==> config.mk <==
export PLATFORM = sky130hd
export DESIGN_NAME = reg_file
export DESIGN_NICKNAME = d
export VERILOG_FILES = /design/src/rtl/reg_file_pkg.sv /design/src/rtl/reg_read_port.sv /design/src/rtl/reg_file.sv
export SDC_FILE = /design/constraint.sdc
export NUM_CORES = 2
export LEC_CHECK = 0
export BUFFER_PORTS_ARGS = -buffer_cell sky130_fd_sc_hd__buf_4
export CORE_MARGIN = 2
export CORE_UTILIZATION = 60
export CTS_CLUSTER_SIZE = 20
export DETAILED_ROUTE_END_ITERATION = 6
export GPL_ROUTABILITY_DRIVEN = 0
export PLACE_DENSITY_LB_ADDON = 0.05
export SKIP_LAST_GASP = 1
export SYNTH_ARGS = -nofsm -noshare
export SYNTH_HDL_FRONTEND = slang
export SYNTH_SLANG_ARGS = --single-unit
==> constraint.sdc <==
create_clock -name clk_in -period 7.5 [get_ports clk_in]
set_input_delay 0.75 -clock clk_in [delete_from_list [all_inputs] [get_ports clk_in]]
set_output_delay 0.75 -clock clk_in [all_outputs]
set_load 0.005 [all_outputs]
==> src/rtl/reg_file_pkg.sv <==
// ============================================================================
// reg_file_pkg : constants shared by the register file, RoB, dispatcher and RS
// Revision     : 1.0
// ============================================================================
`default_nettype none

package reg_file_pkg;
  localparam int RF_REG_NUM = 32;
  localparam int RF_TAG_W   = 5;
  localparam int REG_IDX_W  = 5;
  localparam int DATA_W     = 32;
  localparam int ROB_SIZE   = 16;
  // Tag 0 marks "no pending producer"; RoB slots map to tags 1..ROB_SIZE.
  localparam logic [RF_TAG_W-1:0] TAG_READY = '0;
endpackage

`default_nettype wire

==> src/rtl/reg_read_port.sv <==
// ============================================================================
// reg_read_port : one dispatcher source lookup with same-cycle commit bypass
// Revision      : 1.0
// ============================================================================
`default_nettype none

module reg_read_port
  import reg_file_pkg::*;
#(
  parameter int TAG_W = RF_TAG_W
) (
  input  logic [REG_IDX_W-1:0] rs,
  input  logic                 commit_flag,
  input  logic [REG_IDX_W-1:0] commit_rd,
  input  logic [TAG_W-1:0]     commit_q,
  input  logic [DATA_W-1:0]    commit_v,
  input  logic [TAG_W-1:0]     stored_q,
  input  logic [DATA_W-1:0]    stored_v,
  output logic [TAG_W-1:0]     q,
  output logic [DATA_W-1:0]    v
);

  always_comb begin
    q = TAG_W'(TAG_READY);
    v = '0;
    if (rs != '0) begin
      // Forward only when the committing instruction is still the newest producer.
      if (commit_flag && (commit_rd == rs) && (stored_q == commit_q)) begin
        v = commit_v;
      end else begin
        q = stored_q;
        v = stored_v;
      end
    end
  end

endmodule

`default_nettype wire

==> src/rtl/reg_file.sv <==
// ============================================================================
// reg_file : architectural register file holding values and rename tags
// Revision : 1.0
// ============================================================================
`default_nettype none

module reg_file
  import reg_file_pkg::*;
#(
  parameter int REG_NUM = RF_REG_NUM,
  parameter int TAG_W   = RF_TAG_W
) (
  input  logic                 clk_in,
  input  logic                 rst_in,
  input  logic                 rdy_in,
  input  logic                 rollback_flag_from_rob,
  input  logic                 commit_flag_from_rob,
  input  logic [REG_IDX_W-1:0] rd_from_rob,
  input  logic [TAG_W-1:0]     Q_from_rob,
  input  logic [DATA_W-1:0]    V_from_rob,
  input  logic [REG_IDX_W-1:0] rs1_from_dispatcher,
  input  logic [REG_IDX_W-1:0] rs2_from_dispatcher,
  output logic [TAG_W-1:0]     Q1_to_dispatcher,
  output logic [TAG_W-1:0]     Q2_to_dispatcher,
  output logic [DATA_W-1:0]    V1_to_dispatcher,
  output logic [DATA_W-1:0]    V2_to_dispatcher,
  input  logic                 en_signal_from_dispatcher,
  input  logic [REG_IDX_W-1:0] rd_from_dispatcher,
  input  logic [TAG_W-1:0]     rob_id_from_dispatcher
);

  logic [DATA_W-1:0] v_mem [REG_NUM];
  logic [TAG_W-1:0]  q_mem [REG_NUM];

  reg_read_port #(.TAG_W(TAG_W)) u_read_rs1 (
    .rs          (rs1_from_dispatcher),
    .commit_flag (commit_flag_from_rob),
    .commit_rd   (rd_from_rob),
    .commit_q    (Q_from_rob),
    .commit_v    (V_from_rob),
    .stored_q    (q_mem[rs1_from_dispatcher]),
    .stored_v    (v_mem[rs1_from_dispatcher]),
    .q           (Q1_to_dispatcher),
    .v           (V1_to_dispatcher)
  );

  reg_read_port #(.TAG_W(TAG_W)) u_read_rs2 (
    .rs          (rs2_from_dispatcher),
    .commit_flag (commit_flag_from_rob),
    .commit_rd   (rd_from_rob),
    .commit_q    (Q_from_rob),
    .commit_v    (V_from_rob),
    .stored_q    (q_mem[rs2_from_dispatcher]),
    .stored_v    (v_mem[rs2_from_dispatcher]),
    .q           (Q2_to_dispatcher),
    .v           (V2_to_dispatcher)
  );

  // Later assignments override earlier ones: rename beats the commit tag clear,
  // and rollback beats both.
  always_ff @(posedge clk_in) begin
    if (rst_in) begin
      for (int i = 0; i < REG_NUM; i++) begin
        v_mem[i] <= '0;
        q_mem[i] <= TAG_W'(TAG_READY);
      end
    end else if (rdy_in) begin
      if (commit_flag_from_rob && (rd_from_rob != '0)) begin
        v_mem[rd_from_rob] <= V_from_rob;
        if (q_mem[rd_from_rob] == Q_from_rob) begin
          q_mem[rd_from_rob] <= TAG_W'(TAG_READY);
        end
      end
      if (rollback_flag_from_rob) begin
        for (int i = 0; i < REG_NUM; i++) begin
          q_mem[i] <= TAG_W'(TAG_READY);
        end
      end else if (en_signal_from_dispatcher && (rd_from_dispatcher != '0)) begin
        q_mem[rd_from_dispatcher] <= rob_id_from_dispatcher;
      end
    end
  end

endmodule

`default_nettype wire

### After elaboration in Yosys (flattened, before gate mapping)

Memories as Yosys holds them, arrays and structs flattened.
Index checks and enable logic that the tools add are counted.

| storage, ports and cells | value |
|---|---|
| memory bits (writable) | 1184 |
| input port bits | 68 |
| memories kept | 2 |
| register bits after elaboration | 0 |

| operators by class | value |
|---|---|
| bitwise gates (word level) | 125 |
| equality and inequality tests | 36 |
| muxes and demuxes | 69 |
| reduce and logical (&&, ||, !) cells | 13 |

Memories:

| name | depth | width | rd ports | clocked after memory_dff | write ports | line | text |
|---|---|---|---|---|---|---|---|
| v_mem | 32 | 32 | 2 | 0 | 32 | reg_file.sv:32 | `logic [DATA_W-1:0] v_mem [REG_NUM];` |
| q_mem | 32 | 5 | 3 | 0 | 32 | reg_file.sv:33 | `logic [TAG_W-1:0] q_mem [REG_NUM];` |

Operators by type and width:

| operator | number |
|---|---|
| $mux W5 | 41 |
| $mux W32 | 5 |
| $eq A5 B5 Y1 const B | 31 |
| $and A1 B1 Y1 | 62 |
| $or A1 B1 Y1 | 32 |
| $reduce_or A32 Y1 | 1 |
| $not A1 Y1 | 31 |
| $eq A5 B5 Y1 | 5 |
| $mux W1 | 23 |
| $reduce_bool A5 Y1 | 4 |
| $reduce_or A5 Y1 | 2 |
| $logic_and A1 B1 Y1 | 6 |

### Logic depth before layout (Yosys ltp)

An unclocked memory read counts as a cell.

| depth | value |
|---|---|
| word-level depth | 40 |
| depth in mapped cells | 13 |
| mapped depth without buffers | 7 |

### By module

From an unflattened synthesis, not the netlist that was laid out.

| unflattened totals | value |
|---|---|
| cells, all modules | 4251 |
| area total of the unflattened synthesis | 66690.2 sq um |

By module, submodules not included:

| module | cells an instance | area each (sq um) | seq. area each (sq um) | times used |
|---|---|---|---|---|
| reg_file | 3957 | 64630.7 | 35554.1 | 1 |
| reg_read_port | 147 | 1029.7 | 0.0 | 2 |

### Worst setup path after synthesis

No wires, ideal clock.

| timing | value |
|---|---|
| kind | input -> output |
| from | input port rs2_from_dispatcher[0] |
| to | output port V2_to_dispatcher[1] |
| slack | 3.040 ns |
| arrival time | 3.710 ns |
| path buffers | 5 |
| cell stages on the path | 10 |
| cell sequence | buf_2 buf_2 clkbuf_1 clkbuf_1 buf_1 mux4_2 mux4_2 mux2_2 nand2_1 mux2i_1 |

| between the ends | value |
|---|---|
| word-level cells in the longest chain between the ends | 5 |
| elaborated cells on any way between the ends | 9 |

Ends and longest elaborated chain:

| element | line | text |
|---|---|---|
| start, declared | reg_file.sv:22 | `input logic [REG_IDX_W-1:0] rs2_from_dispatcher,` |
| $mem_v2 Z32 W5 / $eq A5 B5 Y1 (equally long branches) | -- |  |
| $eq A5 B5 Y1 / $logic_and A1 B1 Y1 (equally long branches) | reg_read_port.sv:28 | `if (commit_flag && (commit_rd == rs) && (stored_q == commit_q)) begin` |
| $logic_and A1 B1 Y1 | reg_read_port.sv:28 |  |
| $mux W32 | reg_read_port.sv:28 |  |
| $mux W32 * | reg_read_port.sv:26 | `if (rs != '0) begin` |
| end, declared | reg_file.sv:26 | `output logic [DATA_W-1:0] V2_to_dispatcher,` |

Mark *: on every way between the ends. The rest lies on a longest branch, timed or not.

### Worst setup path in the final report

| timing | value |
|---|---|
| from | input port rs1_from_dispatcher[1] |
| to | output port V1_to_dispatcher[12] |

| between the ends | value |
|---|---|
| word-level cells in the longest chain between the ends | 5 |
| elaborated cells on any way between the ends | 9 |

Ends and longest elaborated chain:

| element | line | text |
|---|---|---|
| start, declared | reg_file.sv:21 | `input logic [REG_IDX_W-1:0] rs1_from_dispatcher,` |
| $mem_v2 Z32 W5 / $eq A5 B5 Y1 (equally long branches) | -- |  |
| $eq A5 B5 Y1 / $logic_and A1 B1 Y1 (equally long branches) | reg_read_port.sv:28 |  |
| $logic_and A1 B1 Y1 | reg_read_port.sv:28 |  |
| $mux W32 | reg_read_port.sv:28 |  |
| $mux W32 * | reg_read_port.sv:26 |  |
| end, declared | reg_file.sv:25 | `output logic [DATA_W-1:0] V1_to_dispatcher,` |

Marks and branches as above.

==> impl_metrics.json <==
{
  "relSlewSlack": 0.130,
  "r2r_cells": 6,
  "hold_buffers": 0,
  "grt_overflow": 0,
  "period_minus_slack_ns": 5.87,
  "fin_ws_ns": 1.63,
  "maxCapViolations": 0,
  "die_x_um": 336,
  "tns_ns": 0,
  "final_nets": 4270,
  "grt_use_total": 0.386,
  "drtIter0Drc": 6876,
  "synthFlopType": "edfxtp_1",
  "status": "complete, no violations",
  "syn_to_final_growth_pct": 9.89,
  "post-place-cells": 5481,
  "whs_endpoint": "v_mem[24][10]",
  "clockBufferDepth": 3,
  "numCtsBuffers": 133,
  "cp.arrival_ns": 5.12,
  "r2r_end": "q_mem[30][0]",
  "post-cts-setup-buffers": 0,
  "clk_latency_ns": 0.75,
  "multi_input_area_sq_um": 29100,
  "crit_fanout": 86,
  "rsz0062_at_grt": "false",
  "maxSlewViolCount": 0,
  "portBuffers": 141,
  "fill_cells": 7486,
  "clockRootBuffer": "clkbuf_16",
  "via_count": 41500,
  "dp_slack_ns": 1.71,
  "synth.ff_latch_count": 1184,
  "worst_slew_pin_slew_ns": 1.31,
  "busiest_layer": "met2",
  "use_met3": 0.103,
  "required_ns": 6.75,
  "layout.area.seq_sq_um": 35600,
  "drc": 0,
  "core_sq_um": 109000,
  "async_reset_ff_frac": 0,
  "power_uw": 16400,
  "timing.rr.start": "q_mem[21][2]",
  "viasPerCell": 7.26,
  "grt_max_degree": 129,
  "grt_pass1_vias": 40800,
  "hold_depth": 2,
  "start_kind": "input port",
  "dpl.hpwl_mm": 122,
  "p_leak_uw": 0.0252,
  "antenna_left": 0,
  "finalHoldViolCount": 0,
  "finalSetupViolCount": 0,
  "drive_gt1_frac": 0.309,
  "post_drt_wl_per_cell_um": 37.4,
  "fmax_mhz": 170,
  "start_util": 0.606,
  "syn_avg_cell_area_sq_um": 15.6,
  "cellPowerDensity_nw_per_um2": 226,
  "drt-total-wl_mm": 214,
  "synth_edf_count": 1184,
  "synth.distinct_cells": 50,
  "htreeDepth": 4,
  "grt_pass1_wl_mm": 302,
  "die_h_um": 336,
  "io_pins": 142,
  "clk_pin_slew_ns": 0.06,
  "period_share": 0.782,
  "syn_area_sq_um": 66100,
  "rows": 121,
  "holdCritPathClass": "input port to register",
  "stdcell_count": 5722,
  "postLayoutCoreUtil": 0.666,
  "cts.sinks": 1184,
  "drt_first_pass_iters": 7,
  "finClkSkew_ns": 0.0175,
  "grtUsageMet1": 0.529,
  "synth_warnings": 0,
  "met2_usage": 0.587,
  "cp-end-kind": "output pin",
  "ir_drop_uv": 252,
  "die_area_sq_um": 113000,
  "path_class": "input port to output pin",
  "antenna_found_initial": 16,
  "synthCells": 4230,
  "min_from": "V_from_rob[10]",
  "reg2reg_slack_ns": 3.36,
  "cts_tree": "done",
  "cts_resized": 0,
  "yosysSeqAreaShare": 0.538
}
-- layout make-up --
class	instances	share of cell area
clock inverter	70	0.00768
inverter	10	0.000586
clock buffer	167	0.0496
tap	1414	0.0244
sequential	1184	0.490
multi-input combinational	2630	0.401
antenna	4	0.000138
timing repair buffer	243	0.0268
-- state kept, by name (all words and copies together) (netlist names) --
register / count
v_mem: 1024
q_mem: 160
-- critical path, stage by stage --
cell,delay (ns)
buf_8,0.60
buf_4,0.73
mux2_2,0.42
o22ai_1,0.15
nor4_1,0.09
nor4_1,0.75
xor2_1,0.15
nand4_1,0.13
buf_4,0.76
mux2i_1,0.29
buf_4,0.14
-- layer usage --
layer	vias to the layer above	part of all wire	wire length, um
met5	-	0.00088	189
met4	6	0.049	10500
met3	630	0.13	27900
met2	3322	0.46	98900
met1	21300	0.36	76600
li1	16200	-	-
-- stage by stage --
stage / instance area (sq um) / hold WS (ns)
4_1_cts: 72600 / 0.488
3_5_place_dp: 68500 / 1.28
2_1_floorplan: 66200 / 0.948
5_1_grt: 72600 / 0.524
3_3_place_gp: 68500 / 1.27
6_report: 72600 / 0.523
-- worst max path at each step --
stage / from / to / slack (ns) / depth (start not counted)
after floorplan: rs2_from_dispatcher[0] / V2_to_dispatcher[1] / 3.04 / 10
after global placement: rs1_from_dispatcher[1] / V1_to_dispatcher[13] / 1.65 / 11
after detailed placement: rs1_from_dispatcher[1] / V1_to_dispatcher[12] / 1.71 / 11
after CTS: rs1_from_dispatcher[1] / V1_to_dispatcher[12] / 1.68 / 11
after global routing: rs1_from_dispatcher[1] / V1_to_dispatcher[15] / 1.52 / 11
final: rs1_from_dispatcher[1] / V1_to_dispatcher[12] / 1.63 / 11
-- kinds of logic (layout without fill, tap and decap cells) --
group | count (synthesis) | after routing | synth area share
and+or+nand+nor | 1552 | 1552 | 0.136
DFF | 1184 | 1184 | 0.538
muxes | 941 | 941 | 0.287
buffers and inverters | 452 | 490 | 0.0269
AOI/OAI and AO/OA | 80 | 80 | 0.00935
xor gates and xnor gates | 20 | 20 | 0.00265
other | 1 | 41 | 0.0000567
-- cells in the mapped netlist (5+ instances only) --
cell	n	area [sq um]
o21ai_0	17	85.1
a22oi_1	5	37.5
o31ai_2	10	125
nand3_1	16	80.1
nand2b_1	14	87.6
xnor2_1	15	131
nor2_1	101	379
nand2_1	175	657
nor3_1	14	70.1
buf_2	50	250
mux4_2	754	17000
nor2b_1	12	75.1
or2_2	34	213
and3_1	5	31.3
and2_1	1148	7180
mux2_2	76	856
a21oi_1	7	35.0
a221oi_1	8	70.1
inv_1	10	37.5
o31ai_1	5	37.5
and3b_1	5	43.8
xor2_1	5	43.8
buf_1	59	221
o211ai_1	5	37.5
clkbuf_1	330	1240
edfxtp_1	1184	35600
nand4_1	7	43.8
mux2i_1	111	1110
nor4_1	6	37.5
-- report_power, final --
group          switching (uW)  internal, uW  total [uW]  leakage, uW
logic                    1110          1030        2140       0.0118
clock network            2730          3650        6380      0.00203
registers                 226          7650        7870       0.0114
-- cell usage in the layout, fill, tap and decap left out, types with 5 or more instances in the layout --
cell type / synthesis / layout
o31ai_1: 5 / 5
buf_4: 1 / 231
bufinv_16: 0 / 7
nor3_1: 14 / 13
xnor2_1: 15 / 15
a21oi_1: 7 / 7
nand3_1: 16 / 16
and2_1: 1148 / 1148
and3_1: 5 / 5
xor2_1: 5 / 5
nand4_1: 7 / 7
clkbuf_1: 330 / 27
nand2b_1: 14 / 14
a221oi_1: 8 / 8
edfxtp_1: 1184 / 1184
nor2b_1: 12 / 12
nor2_1: 101 / 71
buf_12: 0 / 7
clkbuf_16: 0 / 140
or2_2: 34 / 33
inv_1: 10 / 8
mux2i_1: 111 / 111
clkinv_1: 0 / 33
o31ai_2: 10 / 10
nor4_1: 6 / 5
o211ai_1: 5 / 5
a22oi_1: 5 / 5
mux2_2: 76 / 76
inv_6: 0 / 5
and3b_1: 5 / 5
conb_1: 1 / 37
clkinv_2: 0 / 18
o21ai_0: 17 / 17
nand2_1: 175 / 174
nor2_4: 0 / 30
mux4_2: 754 / 754
(Power assumes the default switching activity.)
